===== config.mk =====
export PLATFORM = sky130hd
export DESIGN_NAME = control_calculadora
export DESIGN_NICKNAME = d
export VERILOG_FILES = /design/src/rtl/calc_pkg.sv /design/src/rtl/decodificador_tecla.sv /design/src/rtl/control_calculadora.sv
export SDC_FILE = /design/constraint.sdc
export NUM_CORES = 1
export LEC_CHECK = 0
export ABC_CLOCK_PERIOD_IN_PS = 2600
export CAP_MARGIN = 25
export CORE_UTILIZATION = 38
export CTS_CLUSTER_SIZE = 12
export DETAILED_ROUTE_END_ITERATION = 6
export GPL_ROUTABILITY_DRIVEN = 0
export PLACE_DENSITY = 0.65
export SETUP_SLACK_MARGIN = 0.2
export SLEW_MARGIN = 20
export SYNTH_ARGS = -nofsm -noshare
export SYNTH_HDL_FRONTEND = slang
export SYNTH_SLANG_ARGS = --single-unit

===== constraint.sdc =====
create_clock -name clk -period 2.6 [get_ports clk]
set_input_delay 0.52 -clock clk [delete_from_list [all_inputs] [get_ports clk]]
set_output_delay 0.52 -clock clk [all_outputs]
set_load 0.05 [all_outputs]

===== src/rtl/calc_pkg.sv =====
// Shared encodings for the calculator sequencer: key codes, FSM states,
// operators and display sources.
package calc_pkg;

   localparam logic [3:0] TECLA_SUMA   = 4'hA;
   localparam logic [3:0] TECLA_RESTA  = 4'hB;
   localparam logic [3:0] TECLA_MULT   = 4'hC;
   localparam logic [3:0] TECLA_DIV    = 4'hD;
   localparam logic [3:0] TECLA_IGUAL  = 4'hE;
   localparam logic [3:0] TECLA_BORRAR = 4'hF;

   typedef enum logic [2:0] {
      EST_NUM1      = 3'b000,
      EST_NUM2      = 3'b001,
      EST_CALCULAR  = 3'b010,
      EST_RESULTADO = 3'b011,
      EST_ERROR     = 3'b100
   } estado_t;

   typedef enum logic [1:0] {
      OP_SUMA  = 2'b00,
      OP_RESTA = 2'b01,
      OP_MULT  = 2'b10,
      OP_DIV   = 2'b11
   } op_t;

   typedef enum logic [1:0] {
      MOSTRAR_OP1 = 2'b00,
      MOSTRAR_OP2 = 2'b01,
      MOSTRAR_RES = 2'b10,
      MOSTRAR_ERR = 2'b11
   } mostrar_t;

   // The operand being computed keeps showing while the ALU works.
   function automatic mostrar_t mostrar_de(input estado_t e);
      case (e)
         EST_NUM1:               return MOSTRAR_OP1;
         EST_NUM2, EST_CALCULAR: return MOSTRAR_OP2;
         EST_RESULTADO:          return MOSTRAR_RES;
         EST_ERROR:              return MOSTRAR_ERR;
         default:                return MOSTRAR_OP1;
      endcase
   endfunction

endpackage


===== src/rtl/decodificador_tecla.sv =====
// Classifies a keypad code into digit / operator / equals / clear and
// maps operator keys onto the ALU operator encoding.
module decodificador_tecla
   import calc_pkg::*;
(
   input  logic [3:0] tecla,
   output logic       es_digito,
   output logic       es_operador,
   output logic       es_igual,
   output logic       es_borrar,
   output logic [1:0] op
);

   assign es_digito   = (tecla <= 4'd9);
   assign es_operador = (tecla >= TECLA_SUMA) && (tecla <= TECLA_DIV);
   assign es_igual    = (tecla == TECLA_IGUAL);
   assign es_borrar   = (tecla == TECLA_BORRAR);

   always_comb begin
      case (tecla)
         TECLA_SUMA:  op = OP_SUMA;
         TECLA_RESTA: op = OP_RESTA;
         TECLA_MULT:  op = OP_MULT;
         TECLA_DIV:   op = OP_DIV;
         default:     op = OP_SUMA;
      endcase
   end

endmodule


===== src/rtl/control_calculadora.sv =====
// Top-level sequencer of the 4-digit calculator: keypad events in, operand
// load strobes, ALU handshake and display selection out.
module control_calculadora
   import calc_pkg::*;
#(
   parameter int MAX_DIGITOS    = 4,
   parameter int TIMEOUT_CICLOS = 255
) (
   input  logic       clk,
   input  logic       reset,
   input  logic       tecla_valida,
   input  logic [3:0] tecla,
   input  logic       alu_done,
   input  logic       alu_error,
   output logic       num1_en,
   output logic       num2_en,
   output logic [3:0] digito,
   output logic [1:0] operacion,
   output logic       alu_start,
   output logic       cargar_resultado,
   output logic       borrar,
   output logic [1:0] mostrar_sel,
   output logic [2:0] contador,
   output logic [2:0] estado
);

   localparam logic [2:0] MAX_CNT = 3'(MAX_DIGITOS);
   localparam logic [7:0] WD_LIM  = 8'(TIMEOUT_CICLOS);

   logic       es_digito, es_operador, es_igual, es_borrar;
   logic [1:0] op;

   decodificador_tecla u_decodificador (
      .tecla       (tecla),
      .es_digito   (es_digito),
      .es_operador (es_operador),
      .es_igual    (es_igual),
      .es_borrar   (es_borrar),
      .op          (op)
   );

   estado_t    estado_q, estado_n;
   logic [7:0] watchdog, watchdog_n, wd_inc;
   logic [2:0] contador_n;
   logic [3:0] digito_n;
   logic [1:0] operacion_n;
   logic       num1_en_n, num2_en_n, alu_start_n, cargar_n, borrar_n;
   logic       k_dig, k_op, k_igual, k_borrar;

   assign k_dig    = tecla_valida && es_digito;
   assign k_op     = tecla_valida && es_operador;
   assign k_igual  = tecla_valida && es_igual;
   assign k_borrar = tecla_valida && es_borrar;
   assign wd_inc   = watchdog + 8'd1;

   // NOTE: every signal gets a default before the case so no path can infer a latch.
   always_comb begin
      estado_n    = estado_q;
      contador_n  = contador;
      digito_n    = digito;
      operacion_n = operacion;
      watchdog_n  = 8'd0;
      num1_en_n   = 1'b0;
      num2_en_n   = 1'b0;
      alu_start_n = 1'b0;
      cargar_n    = 1'b0;
      borrar_n    = 1'b0;

      case (estado_q)
         EST_NUM1: begin
            if (k_dig) begin
               if (contador < MAX_CNT) begin
                  num1_en_n  = 1'b1;
                  digito_n   = tecla;
                  contador_n = contador + 3'd1;
               end
            end else if (k_op) begin
               if (contador != 3'd0) begin
                  operacion_n = op;
                  contador_n  = 3'd0;
                  estado_n    = EST_NUM2;
               end
            end else if (k_borrar) begin
               borrar_n   = 1'b1;
               contador_n = 3'd0;
            end
         end

         EST_NUM2: begin
            if (k_dig) begin
               if (contador < MAX_CNT) begin
                  num2_en_n  = 1'b1;
                  digito_n   = tecla;
                  contador_n = contador + 3'd1;
               end
            end else if (k_op) begin
               if (contador == 3'd0) operacion_n = op;
            end else if (k_igual) begin
               if (contador != 3'd0) begin
                  alu_start_n = 1'b1;
                  contador_n  = 3'd0;
                  estado_n    = EST_CALCULAR;
               end
            end else if (k_borrar) begin
               borrar_n   = 1'b1;
               contador_n = 3'd0;
               estado_n   = EST_NUM1;
            end
         end

         EST_CALCULAR: begin
            // Clear outranks a simultaneous alu_done, which outranks the timeout.
            if (k_borrar) begin
               borrar_n = 1'b1;
               estado_n = EST_NUM1;
            end else if (alu_done) begin
               estado_n = alu_error ? EST_ERROR : EST_RESULTADO;
            end else if (wd_inc == WD_LIM) begin
               estado_n = EST_ERROR;
            end else begin
               watchdog_n = wd_inc;
            end
            contador_n = 3'd0;
         end

         EST_RESULTADO: begin
            if (k_op) begin
               cargar_n    = 1'b1;
               operacion_n = op;
               contador_n  = 3'd0;
               estado_n    = EST_NUM2;
            end else if (k_dig || k_borrar) begin
               borrar_n   = 1'b1;
               contador_n = 3'd0;
               estado_n   = EST_NUM1;
            end
         end

         EST_ERROR: begin
            if (k_borrar) begin
               borrar_n   = 1'b1;
               contador_n = 3'd0;
               estado_n   = EST_NUM1;
            end
         end

         default: begin
            contador_n = 3'd0;
            estado_n   = EST_NUM1;
         end
      endcase
   end

   // NOTE: sequential state uses non-blocking assignments so all registers update together.
   always_ff @(posedge clk or negedge reset) begin
      if (!reset) begin
         estado_q         <= EST_NUM1;
         watchdog         <= 8'd0;
         contador         <= 3'd0;
         digito           <= 4'd0;
         operacion        <= 2'b00;
         num1_en          <= 1'b0;
         num2_en          <= 1'b0;
         alu_start        <= 1'b0;
         cargar_resultado <= 1'b0;
         borrar           <= 1'b0;
         mostrar_sel      <= 2'b00;
      end else begin
         estado_q         <= estado_n;
         watchdog         <= watchdog_n;
         contador         <= contador_n;
         digito           <= digito_n;
         operacion        <= operacion_n;
         num1_en          <= num1_en_n;
         num2_en          <= num2_en_n;
         alu_start        <= alu_start_n;
         cargar_resultado <= cargar_n;
         borrar           <= borrar_n;
         mostrar_sel      <= mostrar_de(estado_n);
      end
   end

   assign estado = estado_q;

endmodule


After elaboration in Yosys (flattened, before gate mapping) --
Index checks and enable logic that the tools add are counted.
Word-level totals: bits in registers 27, bits in latches 0, RAM bits 0, memory bits (read-only) 0, input bits 9, output and inout bits 19, word-level logic and storage cells 116, memories kept 0
Operators by class: add/subtract/negate cells 2, multipliers 0, div/mod/pow operators 0, $lt $le $gt $ge 4, equal/unequal tests 23, shifts and indexed selects 0, mux-type cells 60, bitwise operators 0, reductions and logical operators 16
Operator list (number):
- 3-bit two-way mux | 24
- 8-bit two-way mux | 4
- 4-bit == test, second input constant | 5
- 1-bit two-way mux | 19
- 2-bit one-hot mux with 3 select lines | 3
- 3-bit one-hot mux with 5 select lines | 1
- 2-bit two-way mux | 7
- 2-bit inequality test, second input constant | 7
- 3-bit by 2-bit == test with 1-bit output, second input constant | 4
- 3-bit one-hot mux with 4 select lines | 1
- 8-bit by 1-bit adder with 8-bit output, second input constant | 1
- 8-bit == test, second input constant | 1
- 4-bit less-or-equal comparator, second input constant | 2
- 8-bit AND reduction | 1
- 3-bit by 1-bit == test with 1-bit output, second input constant | 2
- 3-bit == test, second input constant | 2
- 3-bit zero test | 2
- 3-bit inequality test, second input constant | 2
- 3-bit nonzero test | 2
- 2-bit OR reduction | 3
- 1-bit logical AND | 5
- 4-bit greater-or-equal comparator, second input constant | 1
- 1-bit one-hot mux with 4 select lines | 1
- 3-bit by 1-bit adder with 3-bit output, second input constant | 1
- 4 further kinds | 4

Longest topological paths before layout --
Gate-level depths: netlist of run 1.
word-level depth 10, gate-level depth with buffers 8

Hierarchy --
Synthesis of run 1 repeated with hierarchy kept, for this count alone.
Unflattened totals: cells, all modules 161, area total of the unflattened synthesis 1503.9 um^2
By module, submodules not included:
- control_calculadora | instances 1, cells an instance 151, area each 1452.6 um^2, sequential area each 675.6 um^2
- decodificador_tecla | instances 1, cells an instance 10, area each 51.3 um^2, sequential area each 0.0 um^2

Least setup slack after synthesis of run 1 --
No wires, ideal clock.
path kind reg-to-reg, start point reg contador[0], end point reg contador[0], library setup time 0.125 ns, arrival 1.953 ns, required time 2.475 ns, path slack 0.522 ns, cell stages (with the launch flop) 8, buffers on the path 0, period minus slack after synthesis 2.078 ns, cells stage by stage dfrtp_1 -> inv_1 -> ha_1 -> nor3b_1 -> o21a_1 -> o311ai_0 -> o211ai_1 -> mux2_2
On the way: longest elaborated chain between the ends 6, elaborated cells between the ends (all ways) 12, classes of those cells 1 x add/sub; 1 x order compare; 9 x mux; 1 x reduce/logical
Ends and longest elaborated chain:
- start: declaration | RTL line control_calculadora.sv:23 | output logic [2:0] contador,
- start signal: assignment | RTL line control_calculadora.sv:171 | contador <= contador_n;
- parallel branches: the longest is 5 deep, another holds 3-bit by 1-bit adder with 3-bit output
- 3-bit one-hot mux with 4 select lines * | RTL line control_calculadora.sv:69 | case (estado_q)
Mark *: on every way between the ends. The select of a mux whose other input is x is not followed. A chain may end at the register's enable or synchronous reset.

Worst setup path after layout of run 1 --
start point reg estado_q[1], in the netlist estado[1], end point out estado[1]
RTL lines:
- start: declaration | RTL line control_calculadora.sv:42 | estado_t estado_q, estado_n;
- start signal: assignment | RTL line control_calculadora.sv:169 | estado_q <= estado_n;
- end: declaration | RTL line control_calculadora.sv:24 | output logic [2:0] estado
No word-level cell between the ends.

==> impl_metrics.py, run 1 <==
metrics = {
    "placed_design": {
        "dp_slack_ns": 0.0344,
        "place_hpwl_mm": 2.43,
        "numPortBuffers": 27,
        "placed_cell_area_mm2": 0.00184,
    },
    "min_path": {
        "worstHoldEndpoint": "digito[3]",
        "min_path_type": "reg -> reg",
        "whs_path_depth": 2,
        "hp-start": "digito[3]",
    },
    "floorplanning": {
        "die-area_mm2": 0.00422,
        "die_x_um": 65.0,
        "die_h_um": 65.0,
        "rows": 22,
        "core_area_mm2": 0.00374,
        "start_util": 0.403,
        "io_pins": 28,
    },
    "clocking": {
        "insertion_delay_ns": 0.26,
        "numCtsBuffers": 3,
        "root_buffer": "clkbuf_8",
        "numClockSinks": 27,
        "htreeDepth": 1,
        "cts_tree": "done",
        "post_cts_buffers": 0,
        "cts.clk_slew.worst_paths_ns": 0.09,
        "cts.path.max_buffers": 2,
    },
    "outcome": {
        "outcome": "finished clean",
    },
    "timing": {
        "fmax_mhz": 438,
        "finalCritPeriodShare": 0.878,
        "grt_setup_unrepaired": "no",
        "tightest_slew_ns": 0.589,
        "finalSetupViolCount": 0,
        "skew_ns": 0.000860,
        "tns_ns": 0,
        "max-slew-margin-rel": 0.597,
        "worst_slack_ns": 0.318,
        "finalHoldViolCount": 0,
        "post-route-min-period_ns": 2.28,
        "report.final.slew_viol_count": 0,
    },
    "setup_path": {
        "crit_path_max_fanout": 13,
        "reg2reg_from": "estado[1]",
        "path_delay_family": "buffers and inverters",
        "cp_cell_sequence": "clkdlybuf4s50_1",
        "regToRegSetupSlack_ns": 0.50,
        "critPathCaptureType": "output pin",
        "cp.required_ns": 2.08,
        "slowest_delay_ns": 0.89,
        "crit_buf_inv": 1,
        "start_kind": "register",
        "reg2regPathDepth": 4,
        "cpMaxStageDelayCell": "clkdlybuf4s50_1",
        "cp.arrival_ns": 1.76,
        "cp.depth": 1,
        "r2r_end": "watchdog[6]",
        "crit_type": "reg -> out",
    },
    "pwr": {
        "p_total_w": 0.00194,
        "power_frac_clock": 0.120,
        "leakage_nw": 0.820,
        "p_int_w": 0.00103,
        "swShare": 0.470,
        "power_frac_comb": 0.549,
        "seqPwrFrac": 0.332,
        "ir_drop_mv": 0.495,
        "p_switching_w": 0.000914,
        "powerDensity_mw_per_mm2": 1030,
    },
    "synthesis": {
        "netlist_area_mm2": 0.00151,
        "synth_edf_count": 0,
        "ys.flop_type": "dfrtp_1",
        "netlist_top_cells_count": "dfrtp_1 (27), nand2_1 (23), nand3_1 (10), nor2_1 (10)",
        "async_reset_ff_frac": 1.00,
        "yosys-top-cells-area": "dfrtp_1 (45%), nand2_1 (5.7%), ha_1 (3.3%)",
        "synth_fp_nets": 172,
        "synth_top_area_cell": "dfrtp_1",
        "synth_top_area_frac": 0.448,
        "ys_seq_area_frac": 0.448,
        "yosysMostFrequentCell": "dfrtp_1",
        "synth_cell_type_count": 49,
        "synthCells": 159,
        "avgSynthCellArea_um2": 9.48,
        "yosys_warnings": 0,
        "ys_ff_latch": 27,
    },
    "detailed_routing": {
        "wire_per_inst_um": 13.6,
        "drc": 0,
        "ant_nets": 0,
        "first_iter_violations": 91,
        "vias": 1307,
        "vias_per_cell": 5.51,
        "routed_wl_mm": 3.22,
        "firstDrtPassIters": 5,
    },
    "layout": {
        "area_growth_pct": 25.6,
        "nNetsFinal": 203,
        "fill_cells": 365,
        "final-seq-area_um2": 676,
        "antennaDiodeCount": 0,
        "multi_input_area_um2": 758,
        "finalInstanceArea_mm2": 0.00189,
        "layout-drive-gt1-share": 0.143,
    },
    "grt": {
        "grt_max_degree": 28,
        "grt_first_pass_wirelength_mm": 5.76,
        "first_global_vias": 1216,
        "overflow": 0,
        "grt_antenna_before_repair": 0,
        "gr-usage-all-layers": 0.173,
    },
    "run": {
        "cap_viol_max_count": 0,
    },
}
registers in the layout, indices dropped and copies added (netlist names), 2 cells and up:
register and cells:
operacion 2, watchdog 8, contador 3, mostrar_sel 2
digito 4, estado 3
cell families (layout without fill, tap and decap cells):
| group | after synthesis | after routing | share of synthesized area |
|---|---|---|---|
| compound gates | 30 | 30 | 0.148 |
| buf+inv | 15 | 45 | 0.0539 |
| mux | 3 | 3 | 0.0224 |
| simple gates | 73 | 73 | 0.254 |
| fa+ha+maj | 4 | 4 | 0.0332 |
| xor+xnor | 7 | 7 | 0.0407 |
| flops | 27 | 27 | 0.448 |
worst max path at each step:
stage / to / slack, ns / startpoint
finish: estado[1] / 0.32 / estado[1]
detailed placement: contador[0] / 0.03 / tecla[1]
floorplan: contador[0] / 0.52 / contador[0]
CTS: estado[1] / 0.31 / estado[1]
global route: watchdog[6] / 0.23 / tecla[3]
global placement: contador[0] / 0.06 / tecla[1]
placed cells by master (no fill, tap or decap), types with 2 or more instances in the layout:
cell / count
mux2_2: 3
clkdlybuf4s50_1: 27
buf_4: 8
inv_1: 6
nor3_1: 2
nor4_1: 2
xnor2_1: 3
nor2_1: 10
ha_1: 4
o31ai_1: 2
nand2_1: 23
dfrtp_1: 27
o32a_1: 2
clkbuf_8: 3
a21o_1: 2
nand2b_1: 2
nand3b_1: 2
nor2_2: 6
a21oi_1: 3
nand3_1: 10
and2_1: 3
o21ai_0: 6
or3_1: 3
xor2_1: 3
stage by stage:
stage	hold WS (ns)	util	std cells
floorplan	0.224	-	159
global placement	0.460	0.491	233
detailed placement	0.462	0.491	233
CTS	0.486	0.504	237
global route	0.518	0.506	237
finish	0.478	0.506	237
layout make-up:
class                      count  area share
inverter                       6      0.0119
clock buffer                   3      0.0218
multi-input combinational    117       0.401
timing repair buffer          35       0.174
sequential                    27       0.357
tap                           48      0.0317
clock inverter                 1     0.00264
power groups by stage:
stage	combinational, W	clock, W	sequential, W
floorplan	0.000429	0	0.000960
detailed placement	0.00106	0	0.000654
CTS	0.00107	0.000240	0.000646
finish	0.00107	0.000233	0.000645
global placement	0.00105	0	0.000650
global route	0.00114	0.000261	0.000665
routing by layer:
layer | wire, um | GRT usage
met3 | 219 | 0.0370
met4 | 33 | 0.0472
met1 | 1460 | 0.243
met5 | 0 | 0
met2 | 1510 | 0.267
what timing repair did:
action	in CTS	in global routing
hold buffers	0	0
hold endpoints to repair	0	0
endpoints found under the setup margin	0	1
resized for setup	0	1
No activity file was read; power rests on OpenSTA's default activity.
==> run 2, diff against run 1 <==
CAP_MARGIN = unset   (was 25)
==> results of run 2 <==
Final layout, timing and power as in run 1 (identical DEF).
==> run 3, diff against run 2 <==
CORE_ASPECT_RATIO = 0.9   (was unset)
CTS_BUF_LIST = sky130_fd_sc_hd__clkbuf_8   (was unset)
==> impl_metrics.py, run 3 (synthesis gave the netlist of run 1 again) <==
metrics = {
    "outcome": {
        "outcome": "finished clean",
    },
    "timing": {
        "report.final.slew_viol_count": 0,
        "finalHoldViolCount": 0,
        "max-slew-margin-rel": 0.585,
        "finalSetupViolCount": 0,
        "post-route-min-period_ns": 2.32,
        "fmax_mhz": 431,
        "tightest_slew_ns": 0.607,
        "finalCritPeriodShare": 0.891,
        "grt_setup_unrepaired": "no",
        "skew_ns": 0.00310,
    },
    "setup_path": {
        "cp.required_ns": 2.08,
        "path_delay_family": "buffers and inverters",
        "critPathCaptureType": "output pin",
        "crit_path_max_fanout": 13,
        "crit_type": "reg -> out",
        "cpMaxStageDelayCell": "clkdlybuf4s50_1",
        "cp.arrival_ns": 1.80,
        "start_kind": "register",
        "slowest_delay_ns": 0.90,
        "cp_cell_sequence": "clkdlybuf4s50_1",
        "crit_buf_inv": 1,
    },
    "grt": {
        "grt_max_degree": 28,
        "first_global_vias": 1146,
        "gr-usage-all-layers": 0.178,
        "grt_antenna_before_repair": 0,
        "grt_first_pass_wirelength_mm": 5.46,
        "overflow": 0,
    },
    "detailed_routing": {
        "routed_wl_mm": 3.33,
        "wire_per_inst_um": 14.2,
        "first_iter_violations": 55,
        "ant_nets": 0,
        "drc": 0,
        "vias_per_cell": 5.49,
        "vias": 1289,
        "firstDrtPassIters": 4,
    },
    "layout": {
        "antennaDiodeCount": 0,
        "nNetsFinal": 203,
        "largest_register": "watchdog",
        "final_util": 0.504,
        "area_growth_pct": 25.6,
        "largest_register_ffs": 8,
        "final_cell_mix": "dfrtp_1 (27), clkdlybuf4s50_1 (27), nand2_1 (23)",
        "top_regs": "watchdog: 8 flops, digito: 4 flops",
        "layout-drive-gt1-share": 0.143,
    },
    "clocking": {
        "numClockSinks": 27,
        "htreeDepth": 1,
        "cts_tree": "done",
        "holdBufCountCts": 0,
        "insertion_delay_ns": 0.27,
        "cts.path.max_buffers": 2,
        "numCtsBuffers": 3,
        "cts.clk_slew.worst_paths_ns": 0.09,
        "root_buffer": "clkbuf_8",
    },
    "pwr": {
        "ir_drop_mv": 0.547,
        "powerDensity_mw_per_mm2": 1040,
        "leakage_nw": 0.817,
        "p_total_w": 0.00196,
    },
    "floorplanning": {
        "core_area_mm2": 0.00376,
        "die_x_um": 68.4,
        "die_h_um": 61.8,
        "rows": 21,
        "start_util": 0.401,
        "die-area_mm2": 0.00422,
        "io_pins": 28,
    },
    "placed_design": {
        "place_hpwl_mm": 2.50,
        "numPortBuffers": 27,
    },
    "run": {
        "cap_viol_max_count": 0,
    },
    "min_path": {
        "min_path_type": "reg -> reg",
    },
}
run 3: stage by stage:
step / hold slack [ns] / cells / worst slack (ns) / setup TNS [ns] / instance area (um2)
global placement: 0.459 / 231 / 0.00207 / 0 / 1840
CTS: 0.490 / 235 / 0.286 / 0 / 1890
finish: 0.482 / 235 / 0.282 / 0 / 1890
global route: 0.515 / 235 / 0.211 / 0 / 1890
floorplan: 0.224 / 159 / 0.522 / 0 / 1510
detailed placement: 0.467 / 231 / -0.0117 / -0.0117 / 1840
run 3: what timing repair did:
action | in CTS | in global routing
setup endpoints to repair | 0 | 1
resized for setup | 0 | 1
setup buffers | 0 | 0
run 3: area by class of cell:
cell class / count / area (um2)
Timing Repair Buffer: 35 / 330
Fill cell: 368 / 1860
Clock inverter: 1 / 7.51
Sequential cell: 27 / 676
Clock buffer: 3 / 41.3
Tap cell: 46 / 57.6
Multi-Input combinational cell: 117 / 758
Inverter: 6 / 22.5
run 3: worst paths after layout:
check	endpoint	cells after the start	from	slack, ns
setup / recovery	estado[1]	1	estado[1]	0.28
hold / removal	digito[3]	2	digito[3]	0.48
setup reg to reg	watchdog[6]	4	estado[1]	0.51
hold reg to reg	digito[3]	2	digito[3]	0.48
max in group asynchronous	estado[0]	2	reset	1.74
min in group asynchronous	digito[1]	2	reset	0.60
run 3: power breakdown:
part	internal, W	switching [W]
Combinational	0.000399	0.000671
Sequential	0.000525	0.000123
Clock	0.000109	0.000135
run 3: layer usage:
layer	track usage	up-vias	part of all wire	wire length (um)
li1	-	627	-	-
met1	0.251	616	0.48	1610
met2	0.273	44	0.45	1490
met3	0.0511	2	0.060	200
met4	0.0357	0	0.0060	20
met5	0	-	0	0
